`src/rtl/exc_ctrl.sv`:
```
// exc_ctrl: MEM-stage exception/interrupt commit controller.
// Each cycle it picks at most one event (interrupt, exception or eret) by MIPS
// priority. It drives the CP0 exc_* write port and the pipeline flush, and it
// holds a fetch redirect until the fetch stage accepts it.
//
// Redirect handshake: redirect_valid is high for every cycle spent in REDIR.
// redirect_pc stays stable while redirect_valid is high. The redirect is
// consumed on the first rising edge where redirect_valid && redirect_ready,
// and the controller returns to IDLE at that edge. redirect_valid does not
// depend on redirect_ready.
module exc_ctrl #(
    parameter logic [31:0] VEC_BEV1 = 32'hBFC00380,
    parameter logic [31:0] VEC_BEV0 = 32'h80000180
) (
    input  logic        clk,
    input  logic        resetn,
    input  logic        m_valid,
    input  logic [31:0] m_pc,
    input  logic        m_bd,
    input  logic        m_exc_if_adel,
    input  logic        m_exc_ri,
    input  logic        m_exc_ov,
    input  logic        m_exc_sys,
    input  logic        m_exc_bp,
    input  logic        m_exc_adel,
    input  logic        m_exc_ades,
    input  logic [31:0] m_dvaddr,
    input  logic        m_eret,
    input  logic        int_pending,
    input  logic [31:0] cp0_status,
    input  logic [31:0] cp0_epc,
    output logic        exc_valid,
    output logic [4:0]  exc_excode,
    output logic        exc_bd,
    output logic [31:0] exc_epc,
    output logic [31:0] exc_badvaddr,
    output logic        exc_eret,
    output logic        flush,
    output logic        redirect_valid,
    output logic [31:0] redirect_pc,
    input  logic        redirect_ready,
    output logic        dbg_state
);

    typedef enum logic {
        S_IDLE  = 1'b0,
        S_REDIR = 1'b1
    } state_t;

    state_t      state_q;
    state_t      state_d;
    logic        any_exc;
    logic        ev_take;
    logic        ev_is_eret;
    logic [4:0]  sel_excode;
    logic [31:0] sel_badvaddr;
    logic [31:0] redir_target;
    logic [31:0] redirect_pc_q;

    // Event detection. An eret that also carries a fault or an interrupt is
    // handled as that exception. Gating with resetn keeps every output quiet
    // while reset is held.
    always_comb begin
        any_exc    = m_exc_if_adel | m_exc_ri | m_exc_ov | m_exc_sys |
                     m_exc_bp | m_exc_adel | m_exc_ades;
        ev_take    = resetn && (state_q == S_IDLE) && m_valid &&
                     (any_exc || int_pending || m_eret);
        ev_is_eret = m_eret && !any_exc && !int_pending;
    end

    // Priority encoder: interrupt first, then the fetch-side faults, then the
    // execute-side faults, then the data-side faults.
    always_comb begin
        sel_excode   = 5'h00;
        sel_badvaddr = 32'h0;
        if (int_pending) begin
            sel_excode = 5'h00;
        end else if (m_exc_if_adel) begin
            sel_excode   = 5'h04;
            sel_badvaddr = m_pc;
        end else if (m_exc_ri) begin
            sel_excode = 5'h0A;
        end else if (m_exc_ov) begin
            sel_excode = 5'h0C;
        end else if (m_exc_sys) begin
            sel_excode = 5'h08;
        end else if (m_exc_bp) begin
            sel_excode = 5'h09;
        end else if (m_exc_adel) begin
            sel_excode   = 5'h04;
            sel_badvaddr = m_dvaddr;
        end else if (m_exc_ades) begin
            sel_excode   = 5'h05;
            sel_badvaddr = m_dvaddr;
        end
    end

    // Fetch target. An eret returns to EPC. An exception goes to the vector
    // selected by Status.BEV.
    always_comb begin
        if (ev_is_eret) begin
            redir_target = cp0_epc;
        end else if (cp0_status[22]) begin
            redir_target = VEC_BEV1;
        end else begin
            redir_target = VEC_BEV0;
        end
    end

    // State register. Reset drops any pending redirect.
    always_ff @(posedge clk) begin
        if (!resetn) begin
            state_q <= S_IDLE;
        end else begin
            state_q <= state_d;
        end
    end

    // Next-state logic: enter REDIR on an event, leave it on handshake.
    always_comb begin
        state_d = state_q;
        case (state_q)
            S_IDLE:  if (ev_take) state_d = S_REDIR;
            S_REDIR: if (redirect_ready) state_d = S_IDLE;
            default: state_d = S_IDLE;
        endcase
    end

    // Redirect target register. It loads at the event edge and holds through REDIR.
    always_ff @(posedge clk) begin
        if (!resetn) begin
            redirect_pc_q <= 32'h0;
        end else if (ev_take) begin
            redirect_pc_q <= redir_target;
        end
    end

    // Output logic. The CP0 write port is combinational in the event cycle.
    // The flush covers the event cycle and every cycle spent in REDIR.
    always_comb begin
        exc_valid      = 1'b0;
        exc_excode     = 5'h00;
        exc_bd         = 1'b0;
        exc_epc        = 32'h0;
        exc_badvaddr   = 32'h0;
        exc_eret       = 1'b0;
        redirect_valid = resetn && (state_q == S_REDIR);
        flush          = ev_take || redirect_valid;
        redirect_pc    = redirect_pc_q;
        dbg_state      = state_q;
        if (ev_take) begin
            exc_valid = 1'b1;
            if (ev_is_eret) begin
                exc_eret = 1'b1;
            end else begin
                exc_excode   = sel_excode;
                exc_bd       = m_bd;
                exc_epc      = m_bd ? (m_pc - 32'd4) : m_pc;
                exc_badvaddr = sel_badvaddr;
            end
        end
    end

endmodule
```
`config.mk`:
```
export PLATFORM = sky130hd
export DESIGN_NAME = exc_ctrl
export DESIGN_NICKNAME = d
export VERILOG_FILES = /design/src/rtl/exc_ctrl.sv
export SDC_FILE = /design/constraint.sdc
export NUM_CORES = 1
export LEC_CHECK = 0
export BUFFER_PORTS_ARGS = -buffer_cell sky130_fd_sc_hd__buf_2
export CAP_MARGIN = 20
export CORE_ASPECT_RATIO = 0.7
export CORE_MARGIN = 5
export CORE_UTILIZATION = 36
export CTS_CLUSTER_SIZE = 10
export DETAILED_ROUTE_END_ITERATION = 16
export PLACE_DENSITY = 0.82
export SLEW_MARGIN = 20
export SYNTH_ARGS = -nofsm -noshare
export SYNTH_HDL_FRONTEND = slang
export SYNTH_SLANG_ARGS = --single-unit
```
`constraint.sdc`:
```
create_clock -name clk -period 2.11 [get_ports clk]
set_input_delay 0.1055 -clock clk [delete_from_list [all_inputs] [get_ports clk]]
set_output_delay 0.1055 -clock clk [all_outputs]
set_load 0.03 [all_outputs]
```
# == Yosys cells after proc, flatten, opt, wreduce, memory -nomap -nowiden ==
# Index checks and enable logic that the tools add are counted.
# totals
register_bits,33
input_bits,142
elab_cells,53
# classes
addsub,1
muxes,32
n_reduce_logical,11
bitwise,7
# ops
op,count
$mux W32,14
$mux W4,8
$sub A32 B3 Y32 const B,1
$mux W30,1
$logic_and A1 B1 Y1,6
$mux W1,6
$mux W3,2
$or A1 B1 Y1,6
$logic_or A1 B1 Y1,3
$logic_not A1 Y1,2
$pmux W1 S2,1
$not A1 Y1,1

# == Longest topological paths before layout ==
# depth
depth_word,11
depth_mapped,8

# == Worst setup path after synthesis ==
# OpenSTA, ideal clock, no wires.
# synth_timing
path_kind,register to output
from,"reg state_q, in the netlist dbg_state"
to,out exc_excode[0]
stages_incl_launch_ff,5
arrival_ns,2.028
path_slack_ns,-0.024
required_time_ns,2.004
cell_sequence,dfxtp_1 and3b_1 o21ai_0 clkbuf_1 nor4_1
# synth_between
elab_chain_len,5
# synth_rtl
item,line,rtl
start: declaration,50,state_t state_q;
start signal: assignment,115,state_q <= state_d;
$not A1 Y1,-,
$logic_and A1 B1 Y1 (3 in series),66,ev_take = resetn && (state_q == S_IDLE) && m_valid &&
$mux W4,151,if (ev_take) begin
end: declaration,33,"output logic [4:0] exc_excode,"
# Every way passes these cells.

# == Final worst setup path ==
# layout_timing
from,in m_pc[19]
to,out exc_epc[27]
# layout_between
elab_chain_len,4
# layout_rtl
item,line,rtl
start: declaration,18,"input logic [31:0] m_pc,"
$sub A32 B3 Y32,158,exc_epc = m_bd ? (m_pc - 32'd4) : m_pc;
$mux W32,158,
$mux W32,153,if (ev_is_eret) begin
$mux W32,151,
end: declaration,35,"output logic [31:0] exc_epc,"
# Every way passes these cells.

==> impl_metrics.env <==
export IMPL_synth_top_family_by_area="simple AND/OR/NAND/NOR gates"
export IMPL_clk_latency_ns=0.28
export IMPL_ios=249
export IMPL_htreeDepth=2
export IMPL_die_x_um=108
export IMPL_clock_fmax_mhz=479
export IMPL_regArea_sq_um=661
export IMPL_synth_nets=451
export IMPL_ys_warn_count=0
export IMPL_routabilityCongestion=1.00
export IMPL_drv_slew=0
export IMPL_max_cap_viol_count=0
export IMPL_fillers=594
export IMPL_synth_area_leader_cell="dfxtp_1"
export IMPL_dp_cells=615
export IMPL_power_density_nw_per_um2=422
export IMPL_cts_tree="built"
export IMPL_critical_path_class="in -> out"
export IMPL_postCtsHoldBufs=0
export IMPL_core_rowCount=24
export IMPL_leakagePower_nw=1.97
export IMPL_synthToLayoutAreaGrowth_pct=61.5
export IMPL_cts_buffer_depth=2
export IMPL_n_antenna_cell=0
export IMPL_drive_gt1_share_pct=51.3
export IMPL_antenna_left=0
export IMPL_synthAdderAreaFrac_pct=0.521
export IMPL_cts_num_sinks=33
export IMPL_synth_compound_area_share_pct=25.1
export IMPL_dr_first_iter_drc_count=227
export IMPL_synth_edf_count=0
export IMPL_vias=3318
export IMPL_startpoint_type="input port"
export IMPL_initial_utilization_pct=37.8
export IMPL_drt_vias_per_instance=5.33
export IMPL_fin_util_pct=61.0
export IMPL_rsz0062_at_grt="yes"
export IMPL_syn_avg_cell_area_sq_um=7.80
export IMPL_clock_tree_root_cell="clkbuf_8"
export IMPL_synthSimpleGateAreaFrac_pct=31.2
export IMPL_synth_xor_area_share_pct=9.47
export IMPL_synth_cell_type_count=44
export IMPL_arrival_ns=1.98
export IMPL_hpwl_mm=8.17
export IMPL_multi_input_area_sq_um=1660
export IMPL_synth_area_mux_share_pct=0
export IMPL_portBuffers=216
export IMPL_routed_wl_mm=10.1
export IMPL_synth_seq_cells=33
export IMPL_synthFlopType="dfxtp_1"
export IMPL_grt_pass1_vias=3119
export IMPL_critical_path_peak_fanout=5
export IMPL_finalCriticalPeriod_ns=2.09
export IMPL_totalPowerFinal_mw=1.64
export IMPL_ys_async_sr_fraction_pct=0
export IMPL_seq_area_frac_synth_pct=27.5
export IMPL_crit_path_end_kind="output pin"
export IMPL_grt_max_degree=37
export IMPL_ir_drop_uv=320
export IMPL_syn_area_sq_um=2400
export IMPL_synth_area_leaders="dfxtp_1 27%, nor2_1 10%, a22oi_1 10%"
export IMPL_netlist_instances=308
export IMPL_setup_viol=0
export IMPL_synth_top_cell_area_share_pct=27.5
export IMPL_finClkSkew_ns=0.00659
export IMPL_timing_hold_violations_final=0
export IMPL_hold_path_class="in -> reg"
export IMPL_routedWlPerCell_um=16.2
export IMPL_dr_pass1_iters=5
export IMPL_antenna_found_initial=0
export IMPL_cp_required_ns=2.00
export IMPL_grt_usage_pct=21.9
export IMPL_path_clk_slew_ns=0.06
export IMPL_fin_cells=623
export IMPL_nets=674
export IMPL_grt_pass1_wl_mm=15.4
export IMPL_drc=0
export IMPL_synth_common_cells="66 x nor2_1, 33 x dfxtp_1, 32 x a22oi_1"
export IMPL_cts_buffers=5
export IMPL_outcome="completed"
export IMPL_die_area_sq_um=8440
export IMPL_grt_overflow_total=0
export IMPL_synth_most_common_cell="nor2_1"
export IMPL_die_height_um=78.4
export IMPL_cts_setup_buffers=0
export IMPL_core_area_sq_um=6370
export IMPL_finalCritPeriodShare_pct=99.0
[area by class of cell]
| cell class | count | area share [%] |
|---|---|---|
| Timing Repair Buffer | 242 | 34.5 |
| Multi-Input combinational cell | 243 | 42.8 |
| Inverter | 6 | 0.580 |
| Sequential cell | 33 | 17.0 |
| Clock buffer | 6 | 1.87 |
| Clock inverter | 2 | 0.258 |
| Tap cell | 91 | 2.93 |
[stage by stage]
stage	instance area (sq um)	setup slack [ns]	hold slack, ns	setup TNS (ns)
floorplan	2410	0.00640	0.218	0
global placement	3730	-0.00558	0.301	-0.00558
detailed placement	3730	-0.130	0.319	-0.255
CTS	3830	0.00209	0.0268	0
global route	3880	-0.0439	0.0254	-0.0874
finish	3880	0.0210	0.0277	0
[cells by family (layout without fill, tap and decap cells)]
logic type / count (synthesis) / after routing
simple gates: 139 / 139
compound gates: 76 / 76
flops: 33 / 33
buf+inv: 32 / 256
xor+xnor: 26 / 26
fa+ha+maj: 1 / 1
other cells: 1 / 1
[flip-flops by register name (all words and copies together) (netlist names)]
name	cells
dbg_state	1
redirect_pc	32
[placed cells by master, fill, tap and decap left out, drive strengths merged, types with 8 or more instances in the layout]
master / count
buf: 240
nor2: 68
dfxtp: 33
a22oi: 32
a22o: 20
xor2: 13
xnor2: 13
nor2b: 11
a222oi: 9
nor4: 9
nor3: 8
clkbuf: 8
[final timing paths]
kind / slack [ns] / from / end / cells after the start
worst max-delay path: 0.02 / m_pc[19] / exc_epc[27] / 8
worst min register to register: 0.47 / redirect_pc[21] / redirect_pc[21] / 1
worst max register to register: 0.54 / dbg_state / redirect_pc[25] / 6
worst min-delay path: 0.03 / redirect_ready / dbg_state / 2
[worst max-delay path, cell delays in order]
cell and delay [ns]:
buf_6 0.09, or4_4 0.53, or4_4 0.46, buf_6 0.16, and4bb_2 0.29, xnor2_1 0.11, nor2_1 0.06, buf_4 0.16
[power by group]
group	total, mW	internal (mW)	leakage [nW]	switching, mW
clock network	0.451	0.228	0.0450	0.223
registers	0.644	0.637	0.267	0.00722
logic	0.542	0.215	1.66	0.327
[timing repair]
item,in CTS,in global routing
gates resized for setup,4,13
setup endpoints to repair,3,7
pin swaps,0,6
[layer usage]
| layer | share of wire, % | global-route usage [%] | wire (um) |
|---|---|---|---|
| met3 | 7.3 | 3.61 | 738 |
| met1 | 42 | 29.0 | 4260 |
| met2 | 49 | 37.8 | 4920 |
| met4 | 2.0 | 4.41 | 198 |
| met5 | 0 | 0 | 0 |
Power figures use the tool's default switching activity.
